<file path="src/rtl/t_fsk_pkg.sv">
// Shared types and defaults for the t_fsk 2-FSK word transmitter.
// Defining T_FSK_PARITY_EN adds the PARITY state used for the 17th (even-parity) bit.
package t_fsk_pkg;

    localparam int WORD_W          = 16;
    localparam int DEF_CLK_PER_BIT = 256;
    localparam int DEF_HALF_1      = 8;
    localparam int DEF_HALF_0      = 32;

`ifdef T_FSK_PARITY_EN
    typedef enum logic [1:0] {
        IDLE   = 2'd0,
        SEND   = 2'd1,
        PARITY = 2'd2
    } state_e;
`else
    typedef enum logic [0:0] {
        IDLE = 1'b0,
        SEND = 1'b1
    } state_e;
`endif

endpackage

</file>
<file path="src/rtl/fsk_tone_gen.sv">
// Tone generator: square wave starting low, toggling every HALF_1 or HALF_0 clocks.
// restart clears the phase so the next cycle begins a fresh low half-period.
module fsk_tone_gen
    import t_fsk_pkg::*;
#(
    parameter int HALF_1 = DEF_HALF_1,
    parameter int HALF_0 = DEF_HALF_0
) (
    input  logic clk,
    input  logic rst,
    input  logic restart,
    input  logic half_sel,
    output logic tone
);

    localparam int PW = $clog2(HALF_0);
    localparam logic [PW-1:0] LIM_1 = PW'(HALF_1 - 1);
    localparam logic [PW-1:0] LIM_0 = PW'(HALF_0 - 1);

    logic [PW-1:0] phase_q, phase_d;
    logic          tone_q, tone_d;
    logic          wrap;

    always_comb begin
        wrap    = (phase_q == (half_sel ? LIM_1 : LIM_0));
        phase_d = wrap ? '0 : phase_q + 1'b1;
        tone_d  = wrap ? ~tone_q : tone_q;
        if (restart) begin
            phase_d = '0;
            tone_d  = 1'b0;
        end
    end

    always_ff @(posedge clk) begin
        if (rst) begin
            phase_q <= '0;
            tone_q  <= 1'b0;
        end else begin
            phase_q <= phase_d;
            tone_q  <= tone_d;
        end
    end

    assign tone = tone_q;

endmodule

</file>
<file path="src/rtl/t_fsk.sv">
// 2-FSK serial transmitter: sends 16-bit words MSB first, one tone per bit period.
// Define T_FSK_PARITY_EN to append an even-parity bit as a 17th bit period.
module t_fsk
    import t_fsk_pkg::*;
#(
    parameter int CLK_PER_BIT = DEF_CLK_PER_BIT,
    parameter int HALF_1      = DEF_HALF_1,
    parameter int HALF_0      = DEF_HALF_0
) (
    input  logic              clk,
    input  logic              rst,
    input  logic [WORD_W-1:0] data_in,
    input  logic              valid,
    output logic              ready,
    output logic              fsk_out,
    output logic              bit_clk,
    output logic              busy,
    output logic              done
);

    localparam int CW = $clog2(CLK_PER_BIT);
    localparam int BW = $clog2(WORD_W);
    localparam logic [CW-1:0] CNT_LAST = CW'(CLK_PER_BIT - 1);
    localparam logic [CW-1:0] CNT_HALF = CW'(CLK_PER_BIT / 2);

    state_e            state_q, state_d;
    logic [CW-1:0]     cnt_q, cnt_d;
    logic [BW-1:0]     bit_idx_q, bit_idx_d;
    logic [WORD_W-1:0] shift_q, shift_d;
    logic              done_q, done_d;
`ifdef T_FSK_PARITY_EN
    logic              parity_q, parity_d;
`endif

    logic last_cyc, final_bit, accept, cur_bit, tone_restart, tone;

    // Status shared by the next-state and output logic.
    always_comb begin
        last_cyc = (state_q != IDLE) && (cnt_q == CNT_LAST);
`ifdef T_FSK_PARITY_EN
        final_bit = (state_q == PARITY);
        cur_bit   = (state_q == PARITY) ? parity_q : shift_q[WORD_W-1];
`else
        final_bit = (state_q == SEND) && (bit_idx_q == '0);
        cur_bit   = shift_q[WORD_W-1];
`endif
        accept = valid && ready;
    end

    always_ff @(posedge clk) begin
        if (rst) begin
            state_q   <= IDLE;
            cnt_q     <= '0;
            bit_idx_q <= '0;
            shift_q   <= '0;
            done_q    <= 1'b0;
`ifdef T_FSK_PARITY_EN
            parity_q  <= 1'b0;
`endif
        end else begin
            state_q   <= state_d;
            cnt_q     <= cnt_d;
            bit_idx_q <= bit_idx_d;
            shift_q   <= shift_d;
            done_q    <= done_d;
`ifdef T_FSK_PARITY_EN
            parity_q  <= parity_d;
`endif
        end
    end

    always_comb begin
        state_d   = state_q;
        cnt_d     = cnt_q;
        bit_idx_d = bit_idx_q;
        shift_d   = shift_q;
        done_d    = final_bit && last_cyc;
`ifdef T_FSK_PARITY_EN
        parity_d  = parity_q;
`endif
        if (state_q != IDLE) begin
            cnt_d = last_cyc ? '0 : cnt_q + 1'b1;
        end
        case (state_q)
            SEND: begin
                if (last_cyc) begin
                    if (bit_idx_q != '0) begin
                        bit_idx_d = bit_idx_q - 1'b1;
                        shift_d   = shift_q << 1;
                    end else begin
`ifdef T_FSK_PARITY_EN
                        state_d = PARITY;
`else
                        state_d = IDLE;
`endif
                    end
                end
            end
`ifdef T_FSK_PARITY_EN
            PARITY: begin
                if (last_cyc) begin
                    state_d = IDLE;
                end
            end
`endif
            default: ;
        endcase
        // A new word may start from IDLE or seamlessly after the final bit.
        if (accept) begin
            state_d   = SEND;
            cnt_d     = '0;
            bit_idx_d = BW'(WORD_W - 1);
            shift_d   = data_in;
`ifdef T_FSK_PARITY_EN
            parity_d  = ^data_in;
`endif
        end
    end

    always_comb begin
        ready        = !rst && ((state_q == IDLE) || (final_bit && last_cyc));
        busy         = (state_q != IDLE);
        bit_clk      = busy && (cnt_q < CNT_HALF);
        done         = done_q;
        tone_restart = (state_q == IDLE) || last_cyc;
        fsk_out      = tone;
    end

    fsk_tone_gen #(
        .HALF_1(HALF_1),
        .HALF_0(HALF_0)
    ) u_tone (
        .clk     (clk),
        .rst     (rst),
        .restart (tone_restart),
        .half_sel(cur_bit),
        .tone    (tone)
    );

endmodule

</file>
<file path="config.mk">
export PLATFORM = sky130hd
export DESIGN_NAME = t_fsk
export DESIGN_NICKNAME = d
export VERILOG_FILES = /design/src/rtl/t_fsk_pkg.sv /design/src/rtl/fsk_tone_gen.sv /design/src/rtl/t_fsk.sv
export SDC_FILE = /design/constraint.sdc
export NUM_CORES = 1
export LEC_CHECK = 0
export ABC_CLOCK_PERIOD_IN_PS = 2100
export CAP_MARGIN = 20
export CORE_MARGIN = 1
export CORE_UTILIZATION = 53
export CTS_CLUSTER_DIAMETER = 120
export CTS_CLUSTER_SIZE = 28
export DETAILED_ROUTE_END_ITERATION = 10
export PLACE_DENSITY = 0.89
export SLEW_MARGIN = 25
export SYNTH_ARGS = -nofsm -noshare
export SYNTH_HDL_FRONTEND = slang
export SYNTH_SLANG_ARGS = --single-unit
</file>
<file path="constraint.sdc">
create_clock -name clk -period 2.1 [get_ports clk]
set_input_delay 0.21 -clock clk [delete_from_list [all_inputs] [get_ports clk]]
set_output_delay 0.21 -clock clk [all_outputs]
set_load 0.01 [all_outputs]
</file>
==> metrics.txt, run 1 <==
worst-case reg-to-reg path depth 8; Total Power Consumption 1.43 mW; Area Growth Syn to Fin 27.9%; worst path arrival time 1.82 ns; Max clock buf depth 2; sequential share of the synthesized area 0.429; root buf cell clkbuf_4; IO Pins 24; Overflow after GRT 0; Post-CTS Hold Buffers 0; Logic pwr share 0.151; largest net degree at the start of global routing 27; Slowest Stage Delay on Critical Path 0.38 ns; Switching Share 0.248; Post-Syn Area 1680 µm²; row cnt 20; 1st-iter DRT viols 52; commonest non-fill, non-tap cell in the layout nand2_1; HP Class primary input to flop; core area 3030 µm²; complex-gate fraction of the synthesized area 0.181; most frequent cells in the layout nand2_1 (35), dfxtp_1 (34), clkdlybuf4s50_1 (22), a31oi_1 (16), o21ai_0 (16); Die Ht 58.3 µm; GP Congestion 0.892; R2R setup slack 0.15 ns; Final WS setup 0.0665 ns; yosys warns 0; Synth Register Bits 36; minimum clock period 2.03 ns; post-DP HPWL 2300 µm; Detailed Route WL 3640 µm; clk sinks 36; initial cell density of the core 0.555; Post-Synth Simple-Gate Area 0.251; layout cells sized above 1 0.155; Syn Area/Cell 8.57 µm²; Async SR Flop Fraction 0; # port buffers 23; peak supply drop 0.438 mV; DIE AREA 3400 µm²; Worst-Skew Late Latency 0.35 ns; TritonRoute pass-1 iters 4; Critical Path End Type output port; final worst-path cycle share 0.968; Tot GR Track Use 0.233; Worst path slowest cell or3b_4; largest family of logic cells by synthesized area simple AND/OR/NAND/NOR gates; mux contribution to synthesized area 0.0119; Post-synth top flop dfxtp_1; MaxCap Viol Count 0; vias in the first global route 1,373; pwr dens 665 nW/µm²; nets 255; Synth Area in Adders 0.0298; Setup Slack @ Placement -0.0171 ns; first-pass GRT wire length 6010 µm; crit start category flop; clk_skew 0.00737 ns; Die Wd 58.3 µm; initial antenna violation count 0; post-route insts no fill 277; Syn Nets 219; CTS buffer count 5; final instance area 2150 µm²; Worst-Margin Slew 0.515 ns; FF-to-FF Start bit_idx_q[0]$_SDFFE_PP0P_; Clock transition at path regs 0.11 ns; worst setup path class flop to output port; cell taking the most area after synthesis dfxtp_1; Leakage 0.772 nW; DRC Markers 0; DP Cell Count 266; Cells after Synth 196; clock network power share 0.337; via count 1,537; Int Pwr 1.07 mW; DP Area 2020 µm²; number of synthesized flops with an enable pin 0; DR WL/cell 13.1 µm; Setup Total Neg Slack 0 ns; unique cell type count in the Yosys netlist 39; Vias/cell 5.55; Post-Synth XOR/XNOR Area 0.0522; Final Max Tran Viols 0; final setup vio count 0; remaining antenna violation count 0; outcome finished clean; switching power 0.354 mW; Final Hold Fails 0; Synth area leaders dfxtp_1 (43%), nand2_1 (7.8%), a31oi_1 (6.0%); hold_ws 0.409 ns; H-tree levels 2; Slew headroom 0.656; critical path required time 1.89 ns; critical path startpoint bit_idx_q[0]$_SDFFE_PP0P_; n_diodes 0; CTS tree done; Crit Path Max Fanout 3; end of the critical path ready; post-synth top area share 0.429; Max Fclk 492 MHz; Critical Path, Cell by Cell inv_2 > ha_4 > or3b_4 > o31a_1 > nor2_1 > buf_2; r2r endpoint shift_q[4]$_SDFFE_PP0P_; part of the power in registers 0.512; final core occ 0.710
power by group through the flow:
stage	logic, mW	registers (mW)	clock network (mW)
after global placement	0.193	0.745	0
after floorplan	0.116	0.742	0
after detailed placement	0.197	0.746	0
after global routing	0.237	0.737	0.517
final	0.215	0.732	0.482
after CTS	0.197	0.730	0.490
routing by layer:
metal	share of wire	routed length, µm	global-route usage
met1	0.45	1640	0.286
met2	0.48	1760	0.389
met3	0.049	180	0.0491
met4	0.015	55	0.112
met5	0	0	0
final cells by class:
class                           count  area (µm²)
Clock inverter                      2        35.0
Tap cell                           44        55.1
Sequential cell                    36         723
Inverter                            5        18.8
Timing Repair Buffer               39         379
Multi-Input combinational cell    145         896
Clock buffer                        6        41.3
Fill cell                         232         880
worst min-delay path by stage:
stage	startpoint	endpoint	slack [ns]	cells past startpoint
6_report	data_in[0]	shift_q[0]$_SDFFE_PP0P_	0.41	3
3_3_place_gp	u_tone.phase_q[0]$_SDFF_PP0_	u_tone.phase_q[0]$_SDFF_PP0_	0.43	1
2_1_floorplan	valid	busy$_SDFF_PP0_	0.33	2
4_1_cts	data_in[0]	shift_q[0]$_SDFFE_PP0P_	0.40	3
5_1_grt	data_in[4]	shift_q[4]$_SDFFE_PP0P_	0.42	3
3_5_place_dp	u_tone.phase_q[0]$_SDFF_PP0_	u_tone.phase_q[0]$_SDFF_PP0_	0.44	1
critical path: cells and delay by family, from the launching register on:
| kind | cells | cell delay, ns |
|---|---|---|
| compound gates | 1 | 0.30 |
| fa+ha+maj | 1 | 0.13 |
| buf+inv | 2 | 0.22 |
| flops | 1 | 0.34 |
| simple gates | 2 | 0.49 |
synth_stat cells (3+ instances only):
cell / n
nand3_1: 5
nor2_1: 12
xnor2_1: 5
xor2_1: 5
clkbuf_1: 7
o21ai_0: 16
a31oi_1: 16
ha_1: 4
nor3_1: 9
dfxtp_1: 36
nor4_1: 5
a21oi_1: 3
nand2_1: 35
inv_1: 5
what timing repair did:
| action | in CTS | in global routing |
|---|---|---|
| pin swaps | 1 | 3 |
| setup buffers | 0 | 2 |
| gates resized for setup | 5 | 6 |
| setup endpoints to repair | 1 | 4 |
| gates cloned | 0 | 1 |
kinds of logic (layout without fill, tap and decap cells):
kind of cell | after synthesis | in the layout
and+or+nand+nor | 82 | 82
xor gates and xnor gates | 10 | 10
AOI/OAI and AO/OA | 47 | 47
muxes | 2 | 2
buffers and inverters | 15 | 52
DFF | 36 | 36
adders and majority gates | 4 | 4
registers in the layout (all words and copies together) (netlist names):
name	cells
shift_q	16
cnt_q	8
u_tone.phase_q	5
bit_idx_q	4
busy	1
done	1
u_tone.tone	1
Note: power is estimated with default switching activity, not from simulation.
==> run 2, diff against run 1 <==
ABC_CLOCK_PERIOD_IN_PS = 1800   (was 2100)
CORE_UTILIZATION = 48   (was 53)
PLACE_DENSITY = 0.85   (was 0.89)
SKIP_CTS_REPAIR_TIMING = 1   (was default)
clock period = 1.8 ns   (was 2.1 ns; I/O delays follow)
==> run 2 against run 1 <==
Effect of this change:
- the run now ends with negative setup slack left
- non-clock buffer count up 14
- global-route usage down 1.9 points
- setup slack worse by 0.22 ns
- first-iteration DRC count up 50%
- register-to-register slack worse by 0.24 ns
- routed wire length up 9.9%
- worst hold slack worse by 0.025 ns
- flip-flop and latch count unchanged
- total power up 21%
- highest routed layer unchanged
==> metrics.txt, run 2 (synthesized netlist as in run 1, its figures left out) <==
pwr dens 754 nW/µm²; # port buffers 23; DR WL/cell 13.6 µm; Detailed Route WL 4000 µm; critical path required time 1.62 ns; final worst-path cycle share 1.08; Worst-Skew Late Latency 0.35 ns; largest net degree at the start of global routing 22; CTS tree done; Overflow after GRT 0; initial cell density of the core 0.503; row cnt 21; final setup vio count 18; clk sinks 36; H-tree levels 2; Largest regs shift_q: 16 flops, cnt_q: 8 flops, u_tone.phase_q: 5 flops; crit-path leading delay family simple AND/OR/NAND/NOR gates; remaining antenna violation count 0; Critical Path, Cell by Cell inv_2 > ha_4 > or3b_4 > o31a_1 > nor2_1 > buf_2; layout cells sized above 1 0.223; Die Wd 61.1 µm; hold_ws 0.385 ns; Area Growth Syn to Fin 36.1%; Critical Path End Type output port; most frequent cells in the layout nand2_1 (35), dfxtp_1 (33), buf_4 (27), clkdlybuf4s50_1 (22); Die Ht 61.1 µm; failing checks negative setup slack; vias in the first global route 1,369; Slew headroom 0.747; Clock transition at path regs 0.12 ns; max reg flops 16; DIE AREA 3740 µm²; Vias/cell 5.51; core area 3340 µm²; n_diodes 0; Worst path slowest cell or3b_4; Final WS setup -0.151 ns; peak supply drop 0.585 mV; MaxCap Viol Count 0; post-DP HPWL 2610 µm; clk_skew 0.0118 ns; outcome finished with violations; Slowest Stage Delay on Critical Path 0.38 ns; Final Max Tran Viols 0; HP Class primary input to flop; nets 269; Max clock buf depth 2; commonest non-fill, non-tap cell in the layout nand2_1; Final Hold Fails 0; Tot GR Track Use 0.214; worst path arrival time 1.77 ns; Leakage 0.848 nW; worst setup path class flop to output port; initial antenna violation count 0; root buf cell clkbuf_4; 1st-iter DRT viols 78; first-pass GRT wire length 5950 µm; CTS buffer count 5; fill count 272; GP Congestion 0.847; Max Fclk 513 MHz; minimum clock period 1.95 ns; sum of buffers and inverters on the critical path 2; TritonRoute pass-1 iters 6; Setup Slack @ Placement -0.235 ns; Largest Register shift_q; RSZ-0062 raised after global routing yes; crit start category flop; Crit Path Max Fanout 2; Worst-Margin Slew 0.376 ns; via count 1,613; IO Pins 24; DRC Markers 0
## run 2: routing by layer
layer  vias up  track usage  wire, µm
li1        798            -         -
met1       771        0.272      1730
met2        37        0.345      2080
met3         7       0.0609       131
met4         0       0.0844        55
met5         -            0         0
## run 2: worst paths after layout
check	depth (start not counted)	start	to	slack [ns]
max	6	bit_idx_q[1]$_SDFFE_PP0P_	ready	-0.15
min	3	data_in[13]	shift_q[13]$_SDFFE_PP0P_	0.38
max reg2reg	9	bit_idx_q[1]$_SDFFE_PP0P_	shift_q[9]$_SDFFE_PP0P_	-0.09
min reg2reg	1	u_tone.phase_q[0]$_SDFF_PP0_	u_tone.phase_q[0]$_SDFF_PP0_	0.46
## run 2: per-stage QoR
step	util	cells	TNS [ns]	total power, mW	area, µm²
after floorplan	-	196	0	1.00	1680
final	0.685	293	-1.29	1.72	2280
after global placement	0.636	280	-1.61	1.13	2120
after detailed placement	0.636	280	-2.47	1.13	2120
after CTS	0.659	288	-3.32	1.69	2200
after global routing	0.685	293	-3.11	1.79	2280
## run 2: worst min-delay path, delay by kind of cell
family,cells,cell delay (ns)
compound gates,1,0.07
buf+inv,1,0.40
simple gates,1,0.06
## run 2: cell type report
type,count,area [µm²],share of cell area
Multi-Input combinational cell,145,908,0.398
Inverter,5,22.5,0.00986
Sequential cell,36,727,0.318
Clock inverter,2,35.0,0.0153
Clock buffer,6,41.3,0.0181
Tap cell,46,57.6,0.0252
Timing Repair Buffer,53,493,0.216
## run 2: where the power goes
group | total (mW) | internal, mW | switching [mW]
sequential | 0.855 | 0.832 | 0.0225
combinational | 0.294 | 0.163 | 0.131
clock | 0.574 | 0.291 | 0.283
total | 1.72 | 1.29 | 0.436
